$ cat src/rtl/instr_mem_loader.sv
// -----------------------------------------------------------------------------
// instr_mem_loader
//
// Receives a little-endian byte stream from a host over a valid/ready
// handshake, assembles 32-bit instruction words and writes them into
// instruction memory at consecutive word addresses starting at BASE_ADDR.
//
// Optional feature (macro LOADER_CHECKSUM_EN):
//   When defined, a 32-bit running sum of the written words is kept. After
//   the last word, four more bytes are taken as the expected sum. A mismatch
//   sets err, which holds until the next accepted start or rst. When the
//   macro is undefined, the checksum state and sum logic are absent and err
//   is tied low.
//
// Parameters:
//   ADDRESS_WIDTH  width of mem_addr (byte address)
//   INSTR_WIDTH    instruction word width (only 32 is supported)
//   BASE_ADDR      byte address of the first word written
//
// Ports:
//   clk         single clock, rising edge
//   rst         synchronous active-high reset
//   start       one-cycle load request, sampled only while idle
//   num_words   word count, latched when start is accepted
//   byte_data   host byte stream
//   byte_valid  byte_data is valid
//   byte_ready  loader accepts a byte this cycle
//   mem_we      instruction-memory write strobe (one cycle per word)
//   mem_addr    byte address of the word being written
//   mem_wdata   assembled instruction word
//   busy        high while a load is in progress (not IDLE, not DONE)
//   done        one-cycle pulse when a load completes
//   err         checksum mismatch flag
// -----------------------------------------------------------------------------
module instr_mem_loader #(
  parameter int                     ADDRESS_WIDTH = 32,
  parameter int                     INSTR_WIDTH   = 32,
  parameter logic [ADDRESS_WIDTH-1:0] BASE_ADDR   = '0
) (
  input  logic                     clk,
  input  logic                     rst,
  input  logic                     start,
  input  logic [15:0]              num_words,
  input  logic [7:0]               byte_data,
  input  logic                     byte_valid,
  output logic                     byte_ready,
  output logic                     mem_we,
  output logic [ADDRESS_WIDTH-1:0] mem_addr,
  output logic [INSTR_WIDTH-1:0]   mem_wdata,
  output logic                     busy,
  output logic                     done,
  output logic                     err
);

  localparam logic [2:0] IDLE  = 3'd0;
  localparam logic [2:0] LOAD  = 3'd1;
  localparam logic [2:0] WRITE = 3'd2;
`ifdef LOADER_CHECKSUM_EN
  localparam logic [2:0] CSUM  = 3'd3;
`endif
  localparam logic [2:0] DONE  = 3'd4;

  logic [2:0]  state;
  logic [2:0]  next_state;
  logic [15:0] num_words_q;
  logic [15:0] word_idx;
  logic [1:0]  byte_idx;
  // Bytes 0..2 of the word in flight; byte 3 goes straight into the output.
  logic [23:0] partial;
  logic        accept;
  logic        last_word;

  assign accept    = byte_valid && byte_ready;
  assign last_word = (word_idx + 16'd1) == num_words_q;

  // Outputs decoded from state so mem_we lines up with the WRITE cycle.
  assign mem_we = (state == WRITE);
  assign busy   = (state != IDLE) && (state != DONE);
  assign done   = (state == DONE);
`ifdef LOADER_CHECKSUM_EN
  assign byte_ready = (state == LOAD) || (state == CSUM);
`else
  assign byte_ready = (state == LOAD);
`endif

  // NOTE: every signal written in always_comb gets a default first, otherwise
  // an unassigned path infers a latch.
  always_comb begin
    next_state = state;
    case (state)
      IDLE: begin
        if (start) next_state = (num_words == 16'd0) ? DONE : LOAD;
      end
      LOAD: begin
        if (accept && byte_idx == 2'd3) next_state = WRITE;
      end
      WRITE: begin
        if (last_word) begin
`ifdef LOADER_CHECKSUM_EN
          next_state = CSUM;
`else
          next_state = DONE;
`endif
        end else begin
          next_state = LOAD;
        end
      end
`ifdef LOADER_CHECKSUM_EN
      CSUM: begin
        if (accept && byte_idx == 2'd3) next_state = DONE;
      end
`endif
      DONE:    next_state = IDLE;
      default: next_state = IDLE;
    endcase
  end

`ifdef LOADER_CHECKSUM_EN
  logic [31:0] sum;
  logic        err_q;
  assign err = err_q;
`else
  assign err = 1'b0;
`endif

  // NOTE: sequential state uses non-blocking assignments only, so every
  // register sees the pre-edge values of the others.
  always_ff @(posedge clk) begin
    if (rst) begin
      state       <= IDLE;
      num_words_q <= '0;
      word_idx    <= '0;
      byte_idx    <= '0;
      partial     <= '0;
      mem_addr    <= '0;
      mem_wdata   <= '0;
`ifdef LOADER_CHECKSUM_EN
      sum         <= '0;
      err_q       <= 1'b0;
`endif
    end else begin
      state <= next_state;
      case (state)
        IDLE: begin
          if (start) begin
            num_words_q <= num_words;
            word_idx    <= '0;
            byte_idx    <= '0;
`ifdef LOADER_CHECKSUM_EN
            sum         <= '0;
            err_q       <= 1'b0;
`endif
          end
        end
        LOAD: begin
          if (accept) begin
            byte_idx <= byte_idx + 2'd1;
            case (byte_idx)
              2'd0: partial[7:0]   <= byte_data;
              2'd1: partial[15:8]  <= byte_data;
              2'd2: partial[23:16] <= byte_data;
              default: begin
                // Final byte: present the word and its address for WRITE.
                mem_wdata <= INSTR_WIDTH'({byte_data, partial});
                mem_addr  <= BASE_ADDR + (ADDRESS_WIDTH'(word_idx) << 2);
              end
            endcase
          end
        end
        WRITE: begin
          word_idx <= word_idx + 16'd1;
`ifdef LOADER_CHECKSUM_EN
          sum      <= sum + 32'(mem_wdata);
`endif
        end
`ifdef LOADER_CHECKSUM_EN
        CSUM: begin
          if (accept) begin
            byte_idx <= byte_idx + 2'd1;
            case (byte_idx)
              2'd0: partial[7:0]   <= byte_data;
              2'd1: partial[15:8]  <= byte_data;
              2'd2: partial[23:16] <= byte_data;
              default: err_q <= ({byte_data, partial} != sum);
            endcase
          end
        end
`endif
        default: ;
      endcase
    end
  end

endmodule

$ cat config.mk
export PLATFORM = sky130hd
export DESIGN_NAME = instr_mem_loader
export DESIGN_NICKNAME = d
export VERILOG_FILES = /design/src/rtl/instr_mem_loader.sv
export SDC_FILE = /design/constraint.sdc
export NUM_CORES = 1
export LEC_CHECK = 0
export CAP_MARGIN = 25
export CORE_ASPECT_RATIO = 0.75
export CORE_UTILIZATION = 30
export CTS_CLUSTER_SIZE = 25
export DETAILED_ROUTE_END_ITERATION = 8
export PLACE_DENSITY_LB_ADDON = 0.25
export SYNTH_ARGS = -nofsm -noshare
export SYNTH_HDL_FRONTEND = slang
export SYNTH_SLANG_ARGS = --single-unit
$ cat constraint.sdc
create_clock -name clk -period 2.95 [get_ports clk]
set_clock_uncertainty 0.1 [all_clocks]
set_input_delay 0.59 -clock clk [delete_from_list [all_inputs] [get_ports clk]]
set_output_delay 0.59 -clock clk [all_outputs]
set_load 0.02 [all_outputs]
==> results.md <==
* Outcome: finished clean
* Logic depth of the worst register-to-register path at 7
* Seq/Total Area, Yosys at 44.2%
* Distinct cells, synth at 53
* M2 GR Usage at 22.3%
* Max-cap viol count at 0
* Fin util at 38.3%
* Initial antenna violation count at 0
* Clk network pwr share at 42.3%
* Synthesized area per cell at 7.89 sq um
* Ys Warns at 0
* Crit path kind: reg2out
* First-pass GRT wire length at 21400 um
* Simple-Gate Fraction of Synth Area at 27.0%
* Internal Dissipation at between 2 and 2.5 mW
* Met3 Use GR at roughly 4.4%
* Final ANT Viol Nets at 0
* Clock buffer depth at 2
* Worst setup EP type: output pin
* CTS Buf Count at 9
* Postcts setup bufs at 0
* Final Non-Filler Cells at approximately 900
* Area Overhead vs Synth at 24.6%
* Tightest Hold Check Type: reg2reg
* Die height at 113 um
* RSZ-0062 raised after global routing: no
* Fmax at 0.390 GHz
* CTS resizes at 0
* Total GRT Usage at 16.1%
* Via count at 4362
* Synth Area in Compound Gates at 16.2%
* Mux share of post-synthesis cell area at 0.633%
* Initial Utilization at between 30 and 40%
* Final Critical Period at 2.56 ns
* Critical Path RT at 2.26 ns
* Largest family of logic cells by synthesized area: simple AND/OR/NAND/NOR gates
* Total power at 2.98 mW
* Total power divided by cell area at 484 mW/mm^2
* DR pass1 iterations at 4
* CTS tree: built
* Final period utilization at 86.8%
* VDD IR max at 0.259 mV
* Final nets at 714
* XOR/XNOR Fraction of Synth Area at 3.37%
* H-tree depth at 3
* Nature of the critical path startpoint: register
* Clock Tree Root: clkbuf_16
* Clk sinks at ~110
* Die X at ~150 um
* Placed wire-length estimate at 9460 um
* Most Used Layer, Global Route: met1
* Drt first-iter violations at about 290
* Final Max Tran Viols at 0
* Slew headroom at 55.9%
* Number of synthesized flops with an enable pin at 0
* Fill count at approximately 1600
* Ports at between 90 and 100
* Rows at 40
* Critical Path AT at 1.87 ns
* Met1 usage at 23.8%
* Port Buf Inserts at 79
* CTS clk-pin slew, worst paths at 0.07 ns
* Worst hold path depth at 2
* Worst r2r dst: state[0]$_SDFFE_PP0P_
* GP Congestion at 0.853
* Worst Hold Launch: mem_addr[10]$_SDFFE_PP0P_
* CP Max Fanout at 7
* Share of post-route cells with drive strength above 1 at between 6 and 7%
* Synthesized flop and latch total at 109
* Top_reg_cell synth: dfxtp_1
* # hold bufs at CTS at 0
* Asr flop ratio synth at 0%
* DR DRC count at 0
* Worst skew pair latency at 0.35 ns
* Worst r2r src: word_idx[0]$_SDFFE_PP0P_
* Vias in the first global route at 4096
* Post-Syn Area at 0.00494 sq mm
* Combinational power share at between 7 and 8%
* Switch Pwr at 721 uW
* Grt total ovfl at 0
* Synthesized instance count at 626
* Hold EP: mem_addr[10]$_SDFFE_PP0P_
* LEAKAGE at approximately 2.1 nW
* Hold slack at 0.353 ns
* Core Footprint at 0.0161 sq mm
* Reg power frac at 50.6%
* Setup TNS at 0 ns
* Final setup vio count at 0
* Synth Area in Adders at 1.27%
* Routed wire length per instance at ~15 um
* Diodes inserted at 0
* Pin count of the biggest net entering global routing at 110
* Final hold viol count at 0
* Slew @ Worst Pin at 0.660 ns
* Net Sw Frac at 24.2%
* Placed insts at 879
* Via density at a little under 5
* Routed WL at 13200 um
* R2R Setup Slk at about 0.58 ns
* Die area at 0.0170 sq mm
-- power by group through the flow --
stage	clock (mW)	combinational, mW	sequential (mW)
finish	1.26	0.212	1.51
global route	1.35	0.232	1.51
CTS	1.29	0.208	1.51
detailed placement	0	0.207	1.54
global placement	0	0.205	1.54
floorplan	0	0.145	1.54
-- registers in the layout (all words and copies together) (netlist names) --
register	flops
mem_addr	16
mem_wdata	32
num_words_q	16
partial	24
byte_idx	2
word_idx	16
state	3
-- per-stage QoR --
| stage | area (sq um) | setup WS [ns] |
|---|---|---|
| global route | 6160 | 0.305 |
| global placement | 5820 | 0.631 |
| detailed placement | 5820 | 0.614 |
| CTS | 6130 | 0.358 |
| floorplan | 5000 | 0.930 |
| finish | 6160 | 0.388 |
-- how the worst max path moves through the flow --
stage / startpoint / to / slack [ns] / cells after the start
after floorplan: word_idx[1]$_SDFFE_PP0P_ / state[0]$_SDFFE_PP0P_ / 0.93 / 7
after global placement: start / word_idx[8]$_SDFFE_PP0P_ / 0.63 / 5
after detailed placement: byte_valid / mem_wdata[18]$_SDFFE_PP0P_ / 0.61 / 6
after CTS: state[1]$_SDFFE_PP0P_ / done / 0.36 / 3
after global routing: state[1]$_SDFFE_PP0P_ / done / 0.31 / 3
final: state[1]$_SDFFE_PP0P_ / done / 0.39 / 3
-- kinds of logic (layout without fill, tap and decap cells) --
logic type / after synthesis / count (layout)
multiplexers: 3 / 3
flip-flops: 109 / 109
AND/OR/NAND/NOR: 278 / 278
buffers and inverters: 69 / 113
XOR/XNOR: 19 / 19
AO/OA/AOI/OAI: 142 / 142
adder cells (fa/ha/maj): 5 / 5
other: 1 / 17
-- metal layers --
metal  vias up  share of wire (%)
met5         -                  0
met4         0                1.0
met3        10                6.6
met2       130                 39
met1      2021                 53
li1       2201                  -
-- Yosys cell counts, types with 2 or more instances --
master / instances / area (sq um)
clkbuf_1: 28 / 105
ha_1: 5 / 62.6
mux2i_1: 2 / 20.0
a311oi_1: 4 / 35.0
a22oi_1: 2 / 15.0
o21a_1: 2 / 15.0
nand4_1: 7 / 43.8
nor3b_1: 3 / 22.5
xnor2_1: 11 / 96.3
xor2_1: 8 / 70.1
nand3b_1: 3 / 22.5
buf_2: 12 / 60.1
and2_1: 3 / 18.8
buf_1: 3 / 11.3
and4_1: 2 / 17.5
nand3_4: 2 / 35.0
or4_1: 2 / 15.0
dfxtp_1: 109 / 2180
nand3_1: 28 / 140
nor2b_1: 3 / 18.8
or3_1: 4 / 25.0
nor2_1: 23 / 86.3
a211oi_1: 2 / 15.0
inv_1: 4 / 15.0
nor4_2: 2 / 25.0
and3_1: 4 / 25.0
buf_4: 20 / 150
nand2_1: 168 / 631
nor3b_2: 2 / 25.0
nor3_1: 6 / 30.0
nor4_1: 6 / 37.5
o21ai_0: 16 / 80.1
or2_2: 2 / 12.5
a31oi_1: 7 / 43.8
a21oi_1: 103 / 515
-- worst max-delay path, stage by stage (launching register included) --
cell and delay [ns]:
dfxtp_1 0.39, or2_2 0.34, nor2_1 0.15, clkdlybuf4s50_1 0.64
-- layout by cell type (no fill, tap or decap), drive strengths merged, types with 4 or more instances in the layout --
| cell type | count |
|---|---|
| conb | 17 |
| a311oi | 4 |
| nand3 | 30 |
| a21oi | 103 |
| nor3 | 8 |
| or3 | 4 |
| clkdlybuf4s50 | 78 |
| inv | 6 |
| buf | 15 |
| ha | 5 |
| nor4 | 9 |
| nand2 | 168 |
| xnor2 | 11 |
| dfxtp | 109 |
| clkbuf | 10 |
| and3 | 4 |
| o21ai | 16 |
| nand4 | 9 |
| nor3b | 5 |
| nor2 | 23 |
| xor2 | 8 |
| a31oi | 7 |
-- layout make-up --
cell class,instances,area (sq um),share of cell area [%]
clock buffer,10,239,3.88
clock inverter,6,68.8,1.12
inverter,4,15.0,0.244
multi-input combinational,464,2460,40.0
sequential,109,2180,35.4
tap,210,263,4.27
timing repair buffer,93,926,15.0
Power figures use the tool's default switching activity.
